**src/rtl/dcache_ctrl.sv**
```systemverilog
// Direct-mapped, one-word-per-line, write-through/no-write-allocate data cache
// controller with zero-wait read hits and a single outstanding memory access.
module dcache_ctrl #(
   parameter int WIDTH  = 32,
   parameter int ADDR_W = 6,
   parameter int LINES  = 8
) (
   input  logic              clk,
   input  logic              reset,
   input  logic              cpu_req,
   input  logic              cpu_w_en,
   input  logic [ADDR_W-1:0] cpu_addr,
   input  logic [WIDTH-1:0]  cpu_wdata,
   output logic [WIDTH-1:0]  cpu_rdata,
   output logic              cpu_ready,
   output logic              mem_req,
   output logic              mem_we,
   output logic [ADDR_W-1:0] mem_addr,
   output logic [WIDTH-1:0]  mem_wdata,
   input  logic              mem_ack,
   input  logic [WIDTH-1:0]  mem_rdata,
   output logic [1:0]        state_dbg
);

   localparam int IDX_W = 3;
   localparam int TAG_W = ADDR_W - IDX_W;

   // Handshake: cpu_req/cpu_* are held by the CPU until cpu_ready pulses for one
   // cycle; mem_req/mem_* are held by this block until mem_ack is seen with mem_req=1.
   typedef enum logic [1:0] {IDLE = 2'd0, FILL = 2'd1, RESP = 2'd2, WRITE = 2'd3} state_t;

   state_t             state_q, state_d;
   logic [LINES-1:0]   valid_q;
   logic [TAG_W-1:0]   tag_mem  [LINES];
   logic [WIDTH-1:0]   data_mem [LINES];
   logic [ADDR_W-1:0]  addr_q;
   logic [WIDTH-1:0]   wdata_q;
   logic [WIDTH-1:0]   fill_q;

   logic [IDX_W-1:0]   cpu_idx, q_idx;
   logic [TAG_W-1:0]   cpu_tag, q_tag;
   logic               cpu_hit, q_hit;
   logic               fill_we, wr_hit_we;

   assign cpu_idx   = cpu_addr[IDX_W-1:0];
   assign cpu_tag   = cpu_addr[ADDR_W-1:IDX_W];
   assign q_idx     = addr_q[IDX_W-1:0];
   assign q_tag     = addr_q[ADDR_W-1:IDX_W];
   assign cpu_hit   = valid_q[cpu_idx] && (tag_mem[cpu_idx] == cpu_tag);
   assign q_hit     = valid_q[q_idx] && (tag_mem[q_idx] == q_tag);
   assign state_dbg = state_q;

   always_ff @(posedge clk or posedge reset) begin
      if (reset) begin
         state_q <= IDLE;
         valid_q <= '0;
      end else begin
         state_q <= state_d;
         if (fill_we) valid_q[q_idx] <= 1'b1;
      end
   end

   // Request is captured on acceptance so memory-side outputs stay stable
   // even if the CPU inputs change mid-transaction.
   always_ff @(posedge clk) begin
      if (state_q == IDLE && cpu_req) begin
         addr_q  <= cpu_addr;
         wdata_q <= cpu_wdata;
      end
      if (fill_we) begin
         tag_mem[q_idx]  <= q_tag;
         data_mem[q_idx] <= mem_rdata;
         fill_q          <= mem_rdata;
      end else if (wr_hit_we) begin
         data_mem[q_idx] <= wdata_q;
      end
   end

   always_comb begin
      state_d   = state_q;
      cpu_ready = 1'b0;
      cpu_rdata = '0;
      mem_req   = 1'b0;
      mem_we    = 1'b0;
      mem_addr  = '0;
      mem_wdata = '0;
      fill_we   = 1'b0;
      wr_hit_we = 1'b0;
      case (state_q)
         IDLE: begin
            if (cpu_req) begin
               if (cpu_w_en) begin
                  state_d = WRITE;
               end else if (cpu_hit) begin
                  cpu_ready = 1'b1;
                  cpu_rdata = data_mem[cpu_idx];
               end else begin
                  state_d = FILL;
               end
            end
         end
         FILL: begin
            mem_req  = 1'b1;
            mem_addr = addr_q;
            if (mem_ack) begin
               fill_we = 1'b1;
               state_d = RESP;
            end
         end
         RESP: begin
            cpu_ready = 1'b1;
            cpu_rdata = fill_q;
            state_d   = IDLE;
         end
         WRITE: begin
            mem_req   = 1'b1;
            mem_we    = 1'b1;
            mem_addr  = addr_q;
            mem_wdata = wdata_q;
            if (mem_ack) begin
               cpu_ready = 1'b1;
               wr_hit_we = q_hit;
               state_d   = IDLE;
            end
         end
         default: state_d = IDLE;
      endcase
   end

endmodule

```
**config.mk**
```make
export PLATFORM = sky130hd
export DESIGN_NAME = dcache_ctrl
export DESIGN_NICKNAME = d
export VERILOG_FILES = /design/src/rtl/dcache_ctrl.sv
export SDC_FILE = /design/constraint.sdc
export NUM_CORES = 1
export LEC_CHECK = 0
export ABC_CLOCK_PERIOD_IN_PS = 6200
export CAP_MARGIN = 40
export CORE_MARGIN = 3
export CORE_UTILIZATION = 51
export DETAILED_ROUTE_END_ITERATION = 12
export PLACE_DENSITY_LB_ADDON = 0.1
export SKIP_CTS_REPAIR_TIMING = 1
export SYNTH_ARGS = -nofsm -noshare
export SYNTH_HDL_FRONTEND = slang
export SYNTH_SLANG_ARGS = --single-unit
```
**constraint.sdc**
```tcl
create_clock -name clk -period 6.2 [get_ports clk]
set_clock_uncertainty 0.15 [all_clocks]
set_input_delay 0.93 -clock clk [delete_from_list [all_inputs] [get_ports clk]]
set_output_delay 0.93 -clock clk [all_outputs]
set_load 0.005 [all_outputs]
```
== After elaboration in Yosys (flattened, before gate mapping) ==
Memories as Yosys holds them, arrays and structs flattened. A register that Yosys moved wholly into a read port is not among the register bits.
Index checks and enable logic that the tools add are counted.
Operators by class
  add/subtract/negate cells: 0
  multiply operators: 0
  div/mod/pow operators: 0
  magnitude comparators: 3
  eq/ne operators: 9
  shift operators: 0
  multiplexer cells: 35
  bitwise gates (word level): 2
  reduce and logical (&&, ||, !) cells: 7
Operators with widths (count)
  2-to-1 mux 32 bit: 5
  one-hot mux 32 bit (2 select lines): 1
  2-to-1 mux 1 bit: 17
  2-to-1 mux 2 bit: 5
  < comparator 3 x 4 -> 1 bit, second input constant: 2
  OR 8 bit: 1
  one-hot mux 2 bit (4 select lines): 1
  binary-select mux 1 bit (select 3 bit): 2
  equality test 3 bit: 2
  2-to-1 mux 6 bit: 1
  != test 2 bit, second input constant: 3
  equality test 2 bit, second input constant: 2
  logical AND 1 bit: 4
  AND reduction 4 bit: 1
  demux 1 bit (select 3 bit): 1
  greater-or-equal comparator 3 x 1 -> 1 bit, second input constant: 1
  2-to-1 mux 3 bit: 1
  != test 3 bit, second input constant: 1
  one-hot mux 1 bit (3 select lines): 1
  equality test 2 x 1 -> 1 bit, second input constant: 1
  logical NOT 2 bit: 1
  OR reduction 2 bit: 1
  OR 1 bit: 1
Word-level totals
  register bits: 80
  latch bits: 0
  RAM bits: 280
  memory bits (read-only): 0
  input port bits: 75
  output and inout port bits: 75
  logic and storage cells: 63
  memories: 2
Memories
  data_mem: words 8, bits a word 32, rd ports 1, clocked after Yosys merged registers in 0, wr ports 1, line 35  | logic [WIDTH-1:0] data_mem [LINES];
  tag_mem: words 8, bits a word 3, rd ports 2, clocked after Yosys merged registers in 1, wr ports 1, line 34  | logic [TAG_W-1:0] tag_mem [LINES];

== Longest topological paths before layout ==
  word-level depth: 9
  mapped depth: 8
  gate-level depth less buffers: 6

== Least setup slack after synthesis ==
Ideal clock, no wire load.
  path kind: input -> output
  start: in cpu_req
  end: out cpu_rdata[20]
  data arrival time: 5087 ps
  required time: 5120 ps
  path slack: 33 ps
  stages on the path: 4
  buffers on the path: 1
  cell sequence: nor3b_1 nand2_1 clkbuf_1 o21ai_0
Between the ends
  word-level cells in the longest chain between the ends: 2
Ends and longest elaborated chain
  start: declaration: line 10  | input logic cpu_req,
  2-to-1 mux 32 bit: line 91  | if (cpu_req) begin
  one-hot mux 32 bit (2 select lines): line 89  | case (state_q)
  end: declaration: line 14  | output logic [WIDTH-1:0] cpu_rdata,
Every way passes these cells.

== Worst setup path after layout ==
  start: in cpu_addr[0]
  end: out cpu_rdata[4]
Between the ends
  word-level cells in the longest chain between the ends: 7
Ends and longest elaborated chain
  start: declaration: line 12  | input logic [ADDR_W-1:0] cpu_addr,
  memory read (8 x 3 bit) or binary-select mux 1 bit (select 3 bit) (tied branches)
  equality test 3 bit or 2-to-1 mux 1 bit (tied branches): line 49  | assign cpu_hit = valid_q[cpu_idx] && (tag_mem[cpu_idx] == cpu_tag);
  logical AND 1 bit: line 49
  2-to-1 mux 32 bit *: line 94  | end else if (cpu_hit) begin
  2-to-1 mux 32 bit *: line 92  | if (cpu_w_en) begin
  2-to-1 mux 32 bit *: line 91
  one-hot mux 32 bit (2 select lines) *: line 89
Every way passes the cells marked *; elsewhere a longest branch is shown, timed or not. The select of a mux whose other input is x is not followed.

==> flow_summary.toml <==
[logic_synthesis]
synthAdderAreaFrac_pct = 0
yosys.area.top_type = "edfxtp_1"
ys_types = 36
synthTopCellsByCount = "edfxtp_1 (350), mux4_2 (76), nand2_1 (44), mux2i_1 (42), o21ai_0 (38)"
yosys_warnings = 0
syn_area_per_cell_sq_um = 19.6
synthSimpleGateAreaFrac_pct = 4.38
synth-xor-area-share_pct = 0.362
synth_compound_gate_area_share_pct = 2.09
syn-num-nets = 818
synthMuxAreaShare_pct = 17.2
synth_area_sq_um = 14500
yosys_register_bits = 363
synth_edf_count = 350
synth_most_common_cell = "edfxtp_1"
yosysTopAreaCellShare_pct = 72.3
async_flop_share_pct = 2.75
synthFlopType = "edfxtp_1"
synth_top_family_by_area = "multiplexers"
synthCells = 743
seq_area_frac_synth_pct = 74.5
synth.area.top_cells = "edfxtp_1 (72%), mux4_2 (12%), mux2i_1 (2.9%), mux2_2 (2.4%), dfrtp_1 (1.7%)"

[setup_path]
crit_path_max_fanout = 33
end_kind = "output port"
crit_end = "cpu_rdata[4]"
crit_chain = "buf_4 -> mux4_2 -> mux2i_1 -> xor2_1 -> and4_1 -> nand2_2 -> o21ai_0 -> clkdlybuf4s50_1"
r2r_slack_ps = 2240
crit_path_top_delay_cell = "mux4_2"
critical_path_class = "in2out"
reg2reg_depth = 8
path_depth = 8
crit_required_ps = 5120
r2r-start = "state_dbg[1]$_DFFE_PP0P_"
rr_endpoint = "data_mem[0][11]$_DFFE_PP_"
worstSetupStartpoint = "cpu_addr[0]"
cp_top_family = "buffers and inverters"
critPathLaunchType = "input pin"
max_stage_delay_ps = 560
cp.arrival_ps = 3950
critPathBufInv = 2

[route]
drtIter0Drc = 662
drtAntennaViolNets = 0
first_pass_iters = 5
vias = 7534
wl_per_cell_um = 24.3
viasPerCell = 5.76
drc = 0
finalWirelength_um = 31800

[timing]
worst_pin_slew_ps = 911
rsz0062_at_grt = "false"
maxSlewHeadroom_pct = 39.3
finalMaxSlewViolations = 0
fin_crit_sh_pct = 81.2
setup_viol = 0
final.setup.tns_ps = 0
hold_viol = 0
fmax_ghz = 0.199
min_period_ps = 5030

[floorplanning]
dieArea_sq_um = 30600
pin_count = 150
initial_utilization_pct = 52.0
die_h_um = 175
core_sq_um = 27900
die_w_um = 175
rows = 61

[finish]
fin_nets = 978
layout-drive-gt1-share_pct = 21.5
syn_to_final_growth_pct = 22.8
utilization_pct = 63.9
antenna_cells = 0

[global_route]
grtUsageTotal_pct = 21.2
grt_first_pass_wirelength_um = 49300
overflow = 0
grt_max_degree = 56
antenna_found_initial = 0
grt_pass1_vias = 8162

[pwr]
peakVddDrop_mv = 0.238
clkPwrFrac_pct = 34.9
swShare_pct = 24.1
seq_power_share_pct = 49.0
p_sw_mw = 1.52
combPwrFrac_pct = 16.0
p_leak_nw = 5.94
p_int_mw = 4.77
power_density_nw_per_um2 = 352

[clock_network]
clk_pin_slew_worst_paths_ps = 60
htree_levels = 2
cts_tree = "done"
cts_max_path_buffers = 3
clkSinkCount = 363
cts-root-buf = "clkbuf_16"
worst_skew_pair.late_latency_ps = 510
cts_buffers = 38

[worst_hold_path]
min_from = "valid_q[4]$_DFFE_PP0P_"
min_path_type = "reg2reg"

[outcome]
status = "finished, final reports clean"

[place]
hpwl_um = 19600
gp_congestion = 0.770
numPortBuffers = 149

[job]
drv_cap = 0
[power by group through the flow]
stage	clock network, mW	logic (mW)	registers [mW]
final	2.20	1.01	3.08
after global placement	0	0.912	3.14
after global routing	2.34	1.09	3.11
after detailed placement	0	1.02	3.13
after floorplan	0	0.535	3.02
after CTS	2.23	1.03	3.08
[worst register-to-register path: stages (launching register included)]
cell     delay (ps)
dfrtp_2         950
and2_1          280
nand2_1          70
a21oi_1         110
nand2_1         120
nor4_4          260
buf_4           570
o21a_2          770
buf_4           360
[logic make-up after synthesis]
logic type | after synthesis
flops | 363
mux | 151
simple gates | 121
compound gates | 51
buf+inv | 51
xor+xnor | 6
[placed cells by master (no fill, tap or decap), types with 2 or more instances in the layout]
master	netlist	layout
and2_1	7	7
and3_1	32	32
buf_12	0	4
buf_16	0	7
buf_4	3	9
bufinv_16	0	3
clkbuf_1	32	13
clkbuf_16	0	41
clkdlybuf4s50_1	0	146
clkinv_1	0	5
clkinv_2	0	3
dfrtp_1	10	8
dfrtp_2	0	2
dfxtp_1	3	3
edfxtp_1	350	350
inv_1	4	4
mux2_1	2	2
mux2_2	31	31
mux2i_1	42	42
mux4_2	76	76
nand2_1	44	43
nand2b_1	3	3
nand3b_1	3	3
nor2_1	12	11
nor3_1	3	3
o2111a_2	0	4
o21a_2	0	4
o21ai_0	38	38
o311ai_0	2	2
or2_2	8	8
or3_1	2	2
xnor2_1	3	3
xor2_1	3	3
[state kept, by name, summed over array words and instances, names as in the netlist, named ones only]
name       cells
tag_mem       24
addr_q         6
wdata_q       32
state_dbg      2
data_mem     256
valid_q        8
fill_q        32
[worst min-delay path by stage]
stage	endpoint	slack (ps)	cells past startpoint
6_report	valid_q[4]$_DFFE_PP0P_	350	1
5_1_grt	valid_q[0]$_DFFE_PP0P_	380	1
4_1_cts	valid_q[7]$_DFFE_PP0P_	340	1
3_5_place_dp	valid_q[7]$_DFFE_PP0P_	330	1
3_3_place_gp	valid_q[2]$_DFFE_PP0P_	320	1
2_1_floorplan	valid_q[7]$_DFFE_PP0P_	300	1
[metrics by stage]
stage	setup WS (ps)	hold WS, ps	cell area (sq um)	instances	total power [mW]
2_1_floorplan	33.3	298	14500	743	3.55
3_3_place_gp	1240	321	16400	1230	4.05
3_5_place_dp	1130	327	16600	1241	4.16
4_1_cts	1110	341	17900	1307	6.34
5_1_grt	908	375	17900	1307	6.54
6_report	1170	346	17900	1307	6.29
[metal layers]
metal,up-vias,routed length [um],track usage (%),share of wire (%)
li1,3321,-,-,-
met1,3957,13800,30.0,43
met2,231,16000,35.7,50
met3,25,1710,3.61,5.4
met4,0,277,3.92,0.87
met5,-,0,0,0
[layout make-up]
class,instances,area [sq um]
timing repair buffer,167,1810
fill,1979,10100
inverter,4,15.0
clock inverter,12,131
multi-input combinational,329,3530
tap,378,473
sequential,363,10800
clock buffer,54,1070
No activity file was read; power rests on OpenSTA's default activity.
==> RTL edit, RTL diff (config.mk and constraints unchanged) <==
Register the output `state_dbg` once more; this adds one clock of latency there. The other outputs are not delayed to match.
--- a/src/rtl/dcache_ctrl.sv
+++ b/src/rtl/dcache_ctrl.sv
@@ -49,5 +49,7 @@
    assign cpu_hit   = valid_q[cpu_idx] && (tag_mem[cpu_idx] == cpu_tag);
    assign q_hit     = valid_q[q_idx] && (tag_mem[q_idx] == q_tag);
-   assign state_dbg = state_q;
+   always_ff @(posedge clk) begin
+      state_dbg <= state_q;
+   end
 
    always_ff @(posedge clk or posedge reset) begin
Formal check against the unedited RTL: not equivalent (a bounded check fails within 4 cycles, from zero or initial values and one cycle with reset high).
==> RTL edit against the original RTL <==
Total power increased by 2.7%; final area increased by 2.6%; setup slack got worse by 420 ps; critical path type unchanged; fmax decreased by 7.7%; wire length increased by 5.8%; area after synthesis increased by 2.4%; sequential cell count increased by 2.
==> RTL edit: results (changes against the original RTL) <==
Global route
The global-route total usage across every layer is 22.2% (+0.93 points). The number of global-route vias before repair came to 8,501 (+4.2%). The first-pass GRT wire length came to 51,700 microns (+4.9%). The maximum number of pins on one net before global-route repair is 47 (-16%). The number of antenna violations at the first check in global routing came to 0 (unchanged).

Synth
The number of distinct library cells after synthesis is 42 (+17%). The fraction of registers with async set or reset after synthesis is 2.74% (-0.015 points). The number of warnings issued by yosys was 0 (unchanged). The synthesized area per cell is 19.7 sq um (+0.94%). The number of flops mapped to enable cells by yosys is 350 (unchanged). The synthesized net count is 829 (+1.3%).

By area the synthesized netlist is led by edfxtp_1, mux4_2, mux2i_1. The post-synthesis sequential area ratio is 73.0% (-1.5 points). Ranked by instance count, the synthesized netlist is headed by edfxtp_1, mux4_2, mux2i_1.

Min path
The min-delay analysis places its worst path in the category reg -> reg. The number of stages on the worst hold path came to 1 (unchanged). The launch point of the worst hold path is valid_q[0]$_DFFE_PP0P_.

Final layout
The share of post-route cells with drive strength above 1 is 26.3% (+4.8 points). In the final layout, the registers with the most flip-flops are data_mem x256, fill_q x32, wdata_q x32. The count of filler cells inserted in the layout was 1,953 (-1.3%).

The post-layout net count was 999 (+2.1%). The total inserted antenna cells is 0 (unchanged). The number of standard cells in the final layout excluding fillers is 1,331 (+1.8%).

Detailed routing
The detail-routed via count per cell is 5.81 (+0.80%). The detailed router's first-iteration violation count is 646 (-2.4%). The total iterations of the first detailed-routing run is 5 (unchanged). The routed length per placed instance is 25.2 microns (+3.9%).

Worst setup path
The highest fanout seen on the critical path came to 46 (+39%). The depth of the worst register-to-register path was 8 (unchanged). The data arrival time of the critical path came to 4370 ps (+420 ps). The most critical setup path has its startpoint at cpu_addr[1].

Clocking
The number of buffers on the longest clock path is 3 (unchanged). Clock-pin slew was measured on the worst setup and hold paths at 50 ps. The later pin in the worst-skew pair is clocked with a latency of 520 ps. The CTS buffer count is 39 (+2.6%). The clock root buffer master is clkbuf_16. The number of H-tree levels was 2 (unchanged).

STA
The worst-margin pin slew is 811 ps (-100 ps).

Placed design
The number of I/O port buffers is 149 (unchanged). The HPWL after detailed placement came to 21,000 microns (+7.3%). The placer's final routability congestion estimate came to 0.796 (+3.4%).

Pwr
The peak supply drop was 0.187 mV (-21%). The leakage dissipation is 0.00615 uW (+3.7%).

Run status
The run finished with clean final reports.
RTL edit: changes by cell type after synthesis, sizes merged, moves of 4 or more:
cell and delta:
o31ai +32, clkbuf -6, a211oi +6, buf +10
o21a -4, o21ai -33, mux2i +9
RTL edit: metrics by stage:
step / total power, uW / instance area (sq um) / util, % / setup slack, ps
global placement: 4220 / 16900 / 59.8 / 846
detailed placement: 4320 / 17100 / 60.6 / 724
CTS: 6510 / 18300 / 64.9 / 711
global route: 6710 / 18300 / 64.9 / 595
floorplan: 3660 / 14900 / - / 1440
finish: 6450 / 18300 / 64.9 / 746
RTL edit: layout make-up:
| cell class | count | share of cell area, % |
|---|---|---|
| multi-input cells | 331 | 20.9 |
| clock inverters | 24 | 1.00 |
| well taps | 378 | 2.58 |
| flip-flops and latches | 365 | 59.3 |
| repair buffers | 180 | 10.4 |
| inverters | 7 | 0.143 |
| clock buffers | 46 | 5.64 |
RTL edit: routing by layer:
metal  track usage, %  wire length [microns]
met1             30.6                  13900
met2             37.8                  17100
met3             3.69                   2130
met4             4.55                    452
met5                0                      0
RTL edit: power by group:
group	switching (uW)	internal (uW)
clock network	910	1280
registers	135	2930
logic	618	578
total	1660	4790
RTL edit: final timing paths:
kind / to / slack (ps)
hold / removal: valid_q[0]$_DFFE_PP0P_ / 340
min in group asynchronous: valid_q[2]$_DFFE_PP0P_ / 570
setup / recovery: cpu_rdata[5] / 750
hold reg to reg: valid_q[0]$_DFFE_PP0P_ / 340
max in group asynchronous: state_q[0]$_DFFE_PP0P_ / 5010
setup reg to reg: data_mem[1][15]$_DFFE_PP_ / 2480
RTL edit: kinds of logic after synthesis:
kind of cell / count (synthesis) / share of synthesized area (%)
buffers and inverters: 58 / 2.03
and+or+nand+nor: 114 / 3.85
muxes: 158 / 17.1
xor gates and xnor gates: 6 / 0.353
DFF: 365 / 73.0
AOI/OAI and AO/OA: 53 / 3.74
RTL edit: worst max-delay path, stage by stage:
cell             delay, ps
buf_4                  570
buf_4                  560
mux4_2                 320
o211ai_1                90
or4_2                  540
buf_4                  350
o31ai_1                380
clkdlybuf4s50_1        560
